### src/rtl/pitch_tracker_pkg.sv
// Shared constants and types for the pitch tracker and related analysis blocks.
package pitch_tracker_pkg;

  localparam int unsigned SYNTH_WIDTH          = 16;
  localparam int unsigned SYNTH_PHASE_ACC_BITS = 32;

  localparam int unsigned PITCH_MAX_PERIOD  = 1024;
  localparam int unsigned PITCH_PERIOD_BITS = $clog2(PITCH_MAX_PERIOD + 1);

  typedef enum logic [1:0] {
    IDLE,
    DIVIDE,
    DONE
  } pitch_state_t;

endpackage

### src/rtl/pitch_tracker_recip_divider.sv
// Sequential reciprocal: quotient = floor(2^N / divisor), one quotient bit per
// cycle over N+1 cycles (restoring division). o_done is high during the final
// iteration; o_quotient is complete from the following cycle until next start.
module recip_divider
  import pitch_tracker_pkg::*;
#(
  parameter int unsigned N  = SYNTH_PHASE_ACC_BITS,
  parameter int unsigned DW = PITCH_PERIOD_BITS
) (
  input  logic          i_clk,
  input  logic          i_rst_n,
  input  logic          i_start,
  input  logic [DW-1:0] i_divisor,
  output logic          o_busy,
  output logic          o_done,
  output logic [N:0]    o_quotient
);

  localparam int unsigned CW = $clog2(N + 1);

  logic [CW-1:0] r_cnt;
  logic [DW-1:0] r_div;
  logic [DW-1:0] r_rem;
  logic [N:0]    r_quo;
  logic          r_busy;

  logic [DW:0]   w_shift;
  logic [DW:0]   w_sub;
  logic          w_ge;
  logic          w_last;

  // One restoring step: dividend 2^N contributes a single 1 in its top bit.
  always_comb begin
    w_shift = {r_rem, (r_cnt == '0)};
    w_ge    = (w_shift >= {1'b0, r_div});
    w_sub   = w_shift - {1'b0, r_div};
    w_last  = r_busy && (r_cnt == CW'(N));
  end

  // Iteration registers: load on start, then shift in one quotient bit per cycle.
  always_ff @(posedge i_clk or negedge i_rst_n) begin
    if (!i_rst_n) begin
      r_cnt  <= '0;
      r_div  <= '0;
      r_rem  <= '0;
      r_quo  <= '0;
      r_busy <= 1'b0;
    end else if (i_start) begin
      r_cnt  <= '0;
      r_div  <= i_divisor;
      r_rem  <= '0;
      r_quo  <= '0;
      r_busy <= 1'b1;
    end else if (r_busy) begin
      r_rem <= w_ge ? w_sub[DW-1:0] : w_shift[DW-1:0];
      r_quo <= {r_quo[N-1:0], w_ge};
      r_cnt <= r_cnt + 1'b1;
      if (w_last) r_busy <= 1'b0;
    end
  end

  assign o_busy     = r_busy;
  assign o_done     = w_last;
  assign o_quotient = r_quo;

endmodule

### src/rtl/pitch_tracker.sv
// Pitch tracker: measures the period between hysteresis-qualified rising zero
// crossings and converts it to a synth phase increment floor(2^N / period).
// Optional macro PITCH_SMOOTH_EN: one-pole average of accepted periods feeds
// the divider instead of the raw period.
module pitch_tracker
  import pitch_tracker_pkg::*;
#(
  parameter int          HYST       = 256,
  parameter int unsigned MIN_PERIOD = 20,
  parameter int unsigned MAX_PERIOD = 1024
) (
  input  logic                            clk_in,
  input  logic                            rst_in,
  input  logic signed [SYNTH_WIDTH-1:0]   sample_in,
  input  logic                            sample_valid_in,
  output logic [SYNTH_PHASE_ACC_BITS-1:0] phase_incr_out,
  output logic                            phase_incr_valid_out,
  output logic                            voiced_out
);

  localparam int unsigned N  = SYNTH_PHASE_ACC_BITS;
  localparam int unsigned PW = $clog2(MAX_PERIOD + 1);
  localparam logic signed [SYNTH_WIDTH-1:0] NEG_HYST = SYNTH_WIDTH'(-HYST);
  localparam logic signed [SYNTH_WIDTH-1:0] POS_HYST = SYNTH_WIDTH'(HYST);

  pitch_state_t r_state, w_state_nxt;

  logic [PW-1:0] r_cnt;
  logic          r_armed;
  logic          r_have_ref;
  logic          r_kill;

  logic          w_below, w_cross, w_at_max, w_unvoiced, w_accept;
  logic [PW-1:0] w_period;
  logic [PW-1:0] w_divisor;
  logic          w_launch, w_post;
  logic          w_div_busy, w_div_done;
  logic [N:0]    w_quotient;
  logic          w_unused_qmsb;

  // Crossing detection and period bookkeeping for the current sample.
  always_comb begin
    w_below    = sample_valid_in && (sample_in < NEG_HYST);
    w_cross    = sample_valid_in && r_armed && (sample_in >= POS_HYST);
    w_period   = r_cnt + 1'b1;
    w_at_max   = (r_cnt == PW'(MAX_PERIOD));
    w_unvoiced = sample_valid_in && !w_cross && (r_cnt == PW'(MAX_PERIOD - 1));
    w_accept   = w_cross && r_have_ref &&
                 (w_period >= PW'(MIN_PERIOD)) && (w_period < PW'(MAX_PERIOD));
  end

  // Period counter, hysteresis arm flag and reference-crossing flag.
  always_ff @(posedge clk_in or negedge rst_in) begin
    if (!rst_in) begin
      r_cnt      <= '0;
      r_armed    <= 1'b0;
      r_have_ref <= 1'b0;
    end else if (sample_valid_in) begin
      if (w_cross)        r_cnt <= '0;
      else if (!w_at_max) r_cnt <= r_cnt + 1'b1;

      if (w_cross)      r_armed <= 1'b0;
      else if (w_below) r_armed <= 1'b1;

      if (w_cross)         r_have_ref <= 1'b1;
      else if (w_unvoiced) r_have_ref <= 1'b0;
    end
  end

`ifdef PITCH_SMOOTH_EN
  localparam int unsigned AW = PW + 2;

  logic [AW-1:0]        r_avg;
  logic                 r_avg_ok;
  logic signed [AW:0]   w_diff;
  logic [AW-1:0]        w_avg_nxt;
  logic [AW-1:0]        w_avg_rnd;

  // Average in Q.2 fixed point; seeded with the raw period, rounded for the divisor.
  always_comb begin
    w_diff    = $signed({1'b0, w_period, 2'b00}) - $signed({1'b0, r_avg});
    w_avg_nxt = r_avg_ok ? (r_avg + AW'(w_diff >>> 2)) : {w_period, 2'b00};
    w_avg_rnd = w_avg_nxt + AW'(2);
    w_divisor = w_avg_rnd[AW-1:2];
  end

  // Average only advances on measurements that actually reach the divider.
  always_ff @(posedge clk_in or negedge rst_in) begin
    if (!rst_in) begin
      r_avg    <= '0;
      r_avg_ok <= 1'b0;
    end else if (w_launch) begin
      r_avg    <= w_avg_nxt;
      r_avg_ok <= 1'b1;
    end else if (w_unvoiced) begin
      r_avg_ok <= 1'b0;
    end
  end
`else
  // Raw period is the divisor.
  always_comb begin
    w_divisor = w_period;
  end
`endif

  // FSM state register.
  always_ff @(posedge clk_in or negedge rst_in) begin
    if (!rst_in) r_state <= IDLE;
    else         r_state <= w_state_nxt;
  end

  // FSM next-state logic.
  always_comb begin
    w_state_nxt = r_state;
    unique case (r_state)
      IDLE:    if (w_launch)   w_state_nxt = DIVIDE;
      DIVIDE:  if (w_div_done) w_state_nxt = DONE;
      DONE:                    w_state_nxt = IDLE;
      default:                 w_state_nxt = IDLE;
    endcase
  end

  // FSM outputs: crossings while not IDLE are dropped.
  always_comb begin
    w_launch = w_accept && (r_state == IDLE) && !w_div_busy;
    w_post   = (r_state == DONE);
  end

  recip_divider #(
    .N  (N),
    .DW (PW)
  ) u_div (
    .i_clk      (clk_in),
    .i_rst_n    (rst_in),
    .i_start    (w_launch),
    .i_divisor  (w_divisor),
    .o_busy     (w_div_busy),
    .o_done     (w_div_done),
    .o_quotient (w_quotient)
  );

  // Quotient MSB is zero for any divisor >= 2.
  assign w_unused_qmsb = w_quotient[N];

  // An unvoiced event during an in-flight divide suppresses the voiced flag it would set.
  always_ff @(posedge clk_in or negedge rst_in) begin
    if (!rst_in)                              r_kill <= 1'b0;
    else if (w_launch)                        r_kill <= 1'b0;
    else if (w_unvoiced && r_state != IDLE)   r_kill <= 1'b1;
  end

  // Output registers: post result in DONE; unvoiced clears voiced but keeps the increment.
  always_ff @(posedge clk_in or negedge rst_in) begin
    if (!rst_in) begin
      phase_incr_out       <= '0;
      phase_incr_valid_out <= 1'b0;
      voiced_out           <= 1'b0;
    end else begin
      phase_incr_valid_out <= w_post;
      if (w_post) phase_incr_out <= w_quotient[N-1:0];
      if (w_unvoiced)  voiced_out <= 1'b0;
      else if (w_post) voiced_out <= !r_kill;
    end
  end

endmodule

### config.mk
export PLATFORM = sky130hd
export DESIGN_NAME = pitch_tracker
export DESIGN_NICKNAME = d
export VERILOG_FILES = /design/src/rtl/pitch_tracker_pkg.sv /design/src/rtl/pitch_tracker_recip_divider.sv /design/src/rtl/pitch_tracker.sv
export SDC_FILE = /design/constraint.sdc
export NUM_CORES = 1
export LEC_CHECK = 0
export ABC_AREA = 0
export BUFFER_PORTS_ARGS = -buffer_cell sky130_fd_sc_hd__buf_2
export CELL_PAD_IN_SITES_DETAIL_PLACEMENT = 1
export CELL_PAD_IN_SITES_GLOBAL_PLACEMENT = 2
export CORE_ASPECT_RATIO = 0.9
export CORE_UTILIZATION = 43
export DETAILED_ROUTE_END_ITERATION = 10
export PLACE_DENSITY = 0.92
export RECOVER_POWER = 50
export SYNTH_ARGS = -nofsm -noshare
export SYNTH_HDL_FRONTEND = slang
export SYNTH_SLANG_ARGS = --single-unit
### constraint.sdc
create_clock -name clk_in -period 5.77 [get_ports clk_in]
set_input_delay 0.8655 -clock clk_in [delete_from_list [all_inputs] [get_ports clk_in]]
set_output_delay 0.8655 -clock clk_in [all_outputs]
set_load 0.01 [all_outputs]
==> results of run 1 <==
==> power breakdown <==
part | leakage [nW] | internal, mW | switching (mW) | total (mW)
Clock | 0.149 | 0.309 | 0.319 | 0.628
Combinational | 1.15 | 0.0489 | 0.0706 | 0.119
Sequential | 1.28 | 0.804 | 0.0386 | 0.842
==> final cells by class <==
cell class	count	share of cell area
clock buffers	9	0.0384
multi-input cells	303	0.391
repair buffers	47	0.0333
well taps	160	0.0342
flip-flops and latches	111	0.474
clock inverters	7	0.0132
inverters	25	0.0160
==> final timing paths <==
check	start	endpoint	slack (ps)	cells after the start
worst max register to register	u_div.r_cnt[1]$_DFFE_PN0P_	u_div.r_rem[0]$_DFFE_PN0P_	2400	12
worst min-delay path	r_have_ref$_DFFE_PN0P_	r_have_ref$_DFFE_PN0P_	500	2
max in group asynchronous	rst_in	u_div.o_quotient[21]$_DFFE_PN0P_	2480	2
min in group asynchronous	rst_in	u_div.o_quotient[11]$_DFFE_PN0P_	1340	1
worst min register to register	r_have_ref$_DFFE_PN0P_	r_have_ref$_DFFE_PN0P_	500	2
worst max-delay path	u_div.r_cnt[1]$_DFFE_PN0P_	u_div.r_rem[0]$_DFFE_PN0P_	2400	12
==> synth_stat cells (2+ instances only) <==
master / count
buf_6: 4
a221o_1: 4
o31ai_1: 4
nor3b_1: 4
and4_1: 2
nor4_1: 4
o21a_1: 2
o21ai_0: 23
a211oi_1: 3
xor2_1: 6
and3_1: 4
nor2b_1: 3
mux2i_1: 12
o311a_1: 4
nor3_1: 9
clkbuf_1: 15
a31oi_1: 2
o311ai_0: 2
or2_2: 2
o41ai_1: 2
buf_4: 5
dfrtp_1: 111
buf_2: 4
mux2_2: 34
o211ai_1: 8
nand2_1: 27
a21o_1: 5
or3_1: 2
nor2_1: 22
inv_1: 25
a22o_1: 33
xnor2_1: 9
nand2b_1: 6
a21oi_1: 10
nand4_1: 7
nand3_1: 12
ha_1: 15
==> logic make-up after synthesis <==
family / synth area share
AOI/OAI and AO/OA: 0.163
adders and majority gates: 0.0388
xor gates and xnor gates: 0.0246
and+or+nand+nor: 0.108
DFF: 0.519
buffers and inverters: 0.0500
muxes: 0.0961
==> routing by layer <==
metal	part of all wire	vias to the layer above
met5	0	-
met4	0.012	0
met3	0.034	13
met2	0.48	76
met1	0.47	1910
li1	-	1767
==> flip-flops by register name (all words and copies together), names as in the netlist, 2 cells and up <==
signal,flops
u_div.r_div,11
u_div.o_quotient,32
r_cnt,11
r_state,2
phase_incr_out,32
u_div.r_cnt,6
u_div.r_rem,11
==> worst max-delay path, stage by stage (launching register included) <==
cell	delay (ps)
dfrtp_1	420
inv_1	80
ha_1	140
nor4b_1	370
nand2b_1	150
ha_1	230
fa_1	400
nand2b_1	180
a21o_1	190
a21oi_1	140
o311a_1	460
or2_2	320
o311ai_0	140
==> layout by cell type (no fill, tap or decap), types with 2 or more instances in the layout <==
cell type    n
dfrtp_1    111
clkbuf_1    36
mux2_2      34
a22o_1      33
nand2_1     27
inv_1       25
o21ai_0     23
nor2_1      22
ha_1        15
nand3_1     12
mux2i_1     12
a21oi_1     10
nor3_1       9
xnor2_1      9
clkbuf_16    9
buf_2        9
o211ai_1     8
nand4_1      7
nand2b_1     6
xor2_1       6
a21o_1       5
and3_1       4
nor3b_1      4
o311a_1      4
nor4_1       4
a211oi_1     4
a221o_1      4
o31ai_1      4
nor2b_1      3
or3_1        2
a31oi_1      2
and4_1       2
or2_2        2
o21a_1       2
o311ai_0     2
o41ai_1      2
clkinv_8     2
inv_8        2
buf_4        2
==> impl.org, run 1 <==
** Global routing
- Routing usage on met3 :: 0.0461
- Global route overflow :: 0
- Number of global-route vias before repair :: 3,898
- Layer with the highest usage after global routing :: met2
- For this run, global-route usage on met1 was measured as 0.268.
- The initial antenna violation count came to 0.
- Global routing usage on met2 :: 0.315
- Entering global routing, the biggest net connects 64 pins.
- Wire length of the first global-routing pass :: approximately 20,000 microns
- Global-route usage over all layers :: 0.197

** Synth
- Among all flip-flop cells after synthesis, the most frequent one is dfrtp_1.
- Syn Nets :: 503
- Part of the Yosys area used for sequential elements :: 0.519
- Synth top area share :: 0.519
- The Yosys step of the flow raised 0 warnings.
- Of all cell types, the one taking the most synthesized area is dfrtp_1.
- Post-Synthesis Cells :: 468
- Synthesis inferred 111 register bits.
- Syn avg cell area :: roughly 11 sq um
- Yosys attributes the largest share of cell area to dfrtp_1 (52%), mux2_2 (7.2%), a22o_1 (5.4%).
- Async set-reset flop share out of synthesis :: 1.00
- Syn Std Cell Area :: approximately 5400 sq um
- Counting distinct cell types in the post-synthesis netlist gives 59.
- In this run, synthesis inferred 0 flip-flops with an integrated enable.

** Cells and area
- In the final layout, the multi-input gates occupy 2290 sq um.
- Fill cells in the final layout number 1,317.
- Post-route cell area :: 5860 sq um
- Of the cells placed in the final design, the portion with a size suffix greater than 1 is 0.139.
- Diodes inserted :: 0
- In the final design database the tool counted 532 nets.
- Storage cell area :: 2780 sq um
- Area growth syn-to-layout :: 9.56%
- Non-filler instance count after layout :: 662
- Final Core Density :: 0.485

** STA
- The tightest hold path in the finished design has a slack of 498 ps.
- The number of slew-limit violations in the final report was 86.
- Final TNS setup :: 0 ps
- Number of hold-slack violations in the final timing report :: 0
- Once routing completed, OpenROAD measured the worst setup slack at 2400 ps.
- Tightest slew margin relative to the limit :: -0.793
- Setup violations remaining at the end of the flow were counted as 0.
- Worst Tran Pin Value :: roughly 2700 ps
- Fmax achieved :: 0.297 GHz
- Across the routed clock network, the largest skew measured is 9.90 ps.
- Final critical-path share of the clock period :: 0.584
- Final period demand of the worst path :: 3370 ps
- Setup repair after global routing missed its margin :: no

** Worst setup path
- Critical setup path kind :: reg2reg
- Critical Path Start Type :: flop
- CP max FO :: 13
- Arrival time of the worst setup path :: approximately 3600 ps
- Required arrival time at the worst endpoint :: 5980 ps
- STA classifies the critical path endpoint as a flop.

** CTS
- Number of H-tree branching levels :: 3
- Clock tree synthesis inserted a total of 9 buffers.
- In this run, post-CTS repair resized a total of 0 instances.
- Worst-path clk slew :: 80 ps
- CTS tree :: done
- Number of buffers added for setup after CTS :: 0
- In this run, post-CTS hold repair placed 0 buffers.
- The tree is rooted in a clkbuf_16.
- Max Root-Sink Buffers :: 2
- The tree built by TritonCTS fans out to 111 sinks.
- At the later pin of the worst-skew pair, clock insertion delay measures 360 ps.

** Die
- The die is approximately 120 microns wide.
- Height of the die :: 108 microns
- The floorplan step defined a core boundary enclosing 12,100 sq um.
- Area enclosed by the die boundary :: about 13,000 sq um
- The floorplan has 38 rows.
- The initial utilization of the core area, before any placement, comes to 0.443.
- For this design the top-level I/O count stands at 53.

** Place
- Routability congestion estimate from global placement :: 0.814
- Quantity of I/O buffers inserted on ports :: 44
- Setup slack after placement :: 2440 ps
- Detailed placer's ending HPWL :: 7730 microns
- Once placement completed, the tool counted placed cells totaling 646.
- Area after detailed placement :: between 5000 and 6000 sq um

** Run status
- Result of the run :: finished with violations
- The checks that failed: capacitance limit, slew limit.

** Power and ir drop
- Largest vdd supply drop :: roughly 0.13 mV
- Power consumption :: 1.59 mW
- Summed over all cells, the static leakage comes to 2.58 nW.
- Dividing total power by cell area gives a power density of 271 nW/um^2.

** Detailed routing
- Wires add up to ~12,000 microns.
- In this run the remaining antenna-violating nets after routing total 0.
- In the routed design, unresolved DRC markers number 0.
- In the routed layout, each cell is associated on average with a via count of 5.69.
- Summing over every cut layer, the via total after detailed routing is 3,766.
- Violation count after the first detailed-route iteration :: 219
- Total iterations of the first detailed-routing run :: 4
- Post-detailed-route wirelength per cell :: 17.6 microns

** Job
- Max-cap violations :: 2

** Worst hold path
- The min-delay analysis places its worst path in the category reg2reg.
No activity file was read; power rests on OpenSTA's default activity.
==> inputs of run 2 (changes only) <==
--- a/config.mk
+++ b/config.mk
@@ -10,9 +10,9 @@
 export CELL_PAD_IN_SITES_DETAIL_PLACEMENT = 1
 export CELL_PAD_IN_SITES_GLOBAL_PLACEMENT = 2
 export CORE_ASPECT_RATIO = 0.9
-export CORE_UTILIZATION = 43
+export CORE_UTILIZATION = 40
 export DETAILED_ROUTE_END_ITERATION = 10
-export PLACE_DENSITY = 0.92
+export PLACE_DENSITY = 0.87
 export RECOVER_POWER = 50
 export SYNTH_ARGS = -nofsm -noshare
 export SYNTH_HDL_FRONTEND = slang
==> constraint.sdc (replaced) <==
create_clock -name clk_in -period 3.35 [get_ports clk_in]
set_input_delay 0.5025 -clock clk_in [delete_from_list [all_inputs] [get_ports clk_in]]
set_output_delay 0.5025 -clock clk_in [all_outputs]
set_load 0.01 [all_outputs]
==> run 2 against run 1 <==
Compared with the run above:
- the flow still finishes with violations (capacitance limit, slew limit)
- die area increased by 7.4%
- clock-buffer cell count increased by 1
- wire length increased by 3.8%
- combinational power increased by 70%
- flip-flop and latch count unchanged
- critical path type unchanged
- maximum frequency increased by 9.3%
- register-to-register slack got worse by 2100 ps
- sequential power increased by 72%
- setup slack got worse by 2100 ps
- critical path depth increased by 1
- largest cell class unchanged
- global-route usage decreased by 0.84 points
- core utilization decreased by 2.4 points
==> impl.org, run 2 (synthesis results as in run 1) <==
** STA
- The transition time at the pin with the least slew margin came to 1920 ps (was 2690 ps).
- Setup repair after global routing missed its margin: no (unchanged).
- The number of slew-limit violations in the final report was 36 (was 86).
- The setup skew after layout came to 10.5 ps (was 9.90 ps).
- The worst slew margin relative to its limit was -0.277 (was -0.793).
- Setup violation total in the final timing report :: 0 (unchanged)
- Minimum hold slack :: 415 ps (was 498 ps)
- The worst path setup slack after routing is 265 ps (was 2400 ps).
- The final clock period utilization by the worst path was 0.921 (was 0.584).
- Fmax achieved :: 0.324 GHz (was 0.297 GHz)
- The minimum clock period is 3090 ps (was 3370 ps).
- Final TNS setup :: 0 ps (unchanged)
- Number of hold-slack violations in the final timing report :: 0 (unchanged)

** Detailed routing
- The per-cell via count in the routed design is 5.64 (was 5.69).
- Vias :: 3,792 (was 3,766)
- Total iterations of the first detailed-routing run :: 4 (unchanged)
- Post-detailed-route DRC marker count :: 0 (unchanged)
- The routed length per instance is 18.0 microns (was 17.6 microns).
- Antenna violation net count after detailed routing :: 0 (unchanged)
- Final WL :: 12,100 microns (was 11,600 microns)
- Violation count after the first detailed-route iteration :: 169 (was 219)

** Power and ir drop
- The leakage power figure is 2.68 nW (was 2.58 nW).
- Power consumption :: 2.79 mW (was 1.59 mW)
- The areal power density over the cells came to 469 nW/um^2 (was 271 nW/um^2).
- The maximum ir drop on the vdd rail was 0.247 mV (was 0.134 mV).

** Die
- Height of the die :: 112 microns (was 108 microns)
- CORE AREA :: 12,900 sq um (was 12,100 sq um)
- X dimension of the die :: 124 microns (was 120 microns)
- Standard-cell row count :: 39 (was 38)
- The area of the die is 13,800 sq um (was 12,900 sq um).
- I/O pin total :: 53 (unchanged)
- Starting Density :: 0.415 (was 0.443)

** Global routing
- The largest net degree at the start of global routing was 57 (was 64).
- The number of global-route vias before repair was 3,958 (was 3,898).
- Wire length of the first global-routing pass :: 20,300 microns (was 19,900 microns)
- The sum of overflow across all layers after global routing is 0 (unchanged).
- The overall routing resource usage came to 0.188 (was 0.197).
- The initial antenna violation count is 0 (unchanged).

** Job
- The number of maximum-capacitance constraint violations was 1 (was 2).

** Place
- Area after detailed placement :: 5680 sq um (was 5620 sq um)
- The worst slack at placement was 280 ps (was 2440 ps).
- The count of placed standard cells including taps is 656 (was 646).
- The detailed-placement wirelength estimate is 8210 microns (was 7730 microns).
- The number of input and output port buffers inserted was 44 (unchanged).
- Routability congestion estimate from global placement :: 0.781 (was 0.814)

** CTS
- Number of CTS-inserted buffers :: 9 (unchanged)
- Number of buffers added for setup after CTS :: 0 (unchanged)
- Clock root buffer :: clkbuf_16 (unchanged)
- Number of H-tree branching levels :: 3 (unchanged)
- The clock insertion delay at the later pin of the skew report is 360 ps (about the same).
- Cells resized by post-CTS repair :: 0 (unchanged)
- The CTS tree is done (unchanged).
- The clock edge transition at the registers on the reported setup and hold paths came to 80 ps (about the same).
- TritonCTS sink count :: 111 (unchanged)
- The number of hold buffers added after CTS was 0 (unchanged).
- Max Root-Sink Buffers :: 2 (unchanged)

** Worst setup path
- The cell count of the worst reg-to-reg path came to 13 (was 12).
- Required arrival time at the worst endpoint :: 3600 ps (was 5980 ps)
- Source of the worst register-to-register timing path :: u_div.r_cnt[0]$_DFFE_PN0P_ (was u_div.r_cnt[1]$_DFFE_PN0P_)
- Critical Path End Type :: flop (unchanged)
- The endpoint of the lowest-slack register-to-register path was u_div.r_rem[2]$_DFFE_PN0P_ (was u_div.r_rem[0]$_DFFE_PN0P_).
- The largest fanout on the critical path is 7 (was 13).
- The kind of start point of the critical path is a flop (unchanged).
- Arrival time of the worst setup path :: 3330 ps (was 3580 ps)
- Reg-to-reg setup timing slack :: 260 ps (was 2400 ps)
- Critical setup path kind :: reg2reg (unchanged)

** Cells and area
- Diodes inserted :: 0 (unchanged)
- Leading cell types in the layout, fill and taps excluded: dfrtp_1 (111), mux2_2 (34), a22o_1 (33) (was dfrtp_1 (111), clkbuf_1 (36), mux2_2 (34)).
- The ratio of cells with drive above 1 in the final layout is 0.187 (was 0.139).
- The final standard cell count with taps included and fillers excluded is 672 (was 662).
- The commonest non-fill, non-tap cell in the layout was dfrtp_1 (unchanged).
- The post-synthesis to final-layout area growth came to 11.1% (was 9.56%).
- The post-layout instance area was 5940 sq um (was 5860 sq um).
- The post-layout utilization of the core came to 0.461 (was 0.485).
- The number of nets in the final layout was 538 (was 532).
- The filler cell count in the final layout is 1,393 (was 1,317).

** Worst hold path
- The end of the worst hold path was r_armed$_DFFE_PN0P_ (was r_have_ref$_DFFE_PN0P_).
- Hold Path Depth :: 3 (was 2)
- The start point of the worst min-delay path was sample_in[15] (was r_have_ref$_DFFE_PN0P_).
- Tightest Hold Check Type :: in2reg (was reg2reg)

** Run status
- Violations in the final reports :: capacitance limit, slew limit (unchanged)
- Result of the run: finished with violations (unchanged).
==> run 2: report_power, final <==
part           switching, mW  internal (mW)  total, mW
Clock                  0.539          0.601       1.14
Sequential            0.0627           1.38       1.45
Combinational          0.118         0.0833      0.202
==> run 2: worst max-delay path, cell delays in order (launching register included) <==
cell	delay, ps
dfrtp_1	420
inv_1	70
ha_1	140
nor4b_1	320
nand2b_1	160
ha_1	240
fa_1	390
nand2b_1	180
a21o_1	200
a21oi_1	140
o311a_1	220
buf_4	160
nor3_1	50
a221o_1	270
==> run 2: layout make-up <==
class	instances	area (sq um)	area share
inverters	25	93.8	0.0158
repair buffers	53	263	0.0442
well taps	164	205	0.0345
flip-flops and latches	111	2780	0.467
multi-input cells	303	2290	0.386
clock buffers	10	229	0.0385
clock inverters	6	83.8	0.0141
==> run 2: metal layers <==
metal  GRT usage  vias up  routed length [microns]
li1            -     1773                        -
met1       0.241     1959                     5540
met2       0.320       54                     6110
met3      0.0492        6                      338
met4      0.0349        0                       94
met5           0        -                        0
==> run 2: worst max-delay path by stage <==
stage	end	from	cells after the start	slack, ps
after global placement	u_div.r_rem[2]$_DFFE_PN0P_	u_div.r_cnt[0]$_DFFE_PN0P_	13	330
final	u_div.r_rem[2]$_DFFE_PN0P_	u_div.r_cnt[0]$_DFFE_PN0P_	13	260
after floorplan	u_div.r_rem[7]$_DFFE_PN0P_	u_div.r_cnt[0]$_DFFE_PN0P_	13	450
after global routing	u_div.r_rem[2]$_DFFE_PN0P_	u_div.r_cnt[0]$_DFFE_PN0P_	13	60
after CTS	u_div.r_rem[2]$_DFFE_PN0P_	u_div.r_cnt[0]$_DFFE_PN0P_	13	250
after detailed placement	u_div.r_rem[2]$_DFFE_PN0P_	u_div.r_cnt[0]$_DFFE_PN0P_	13	280
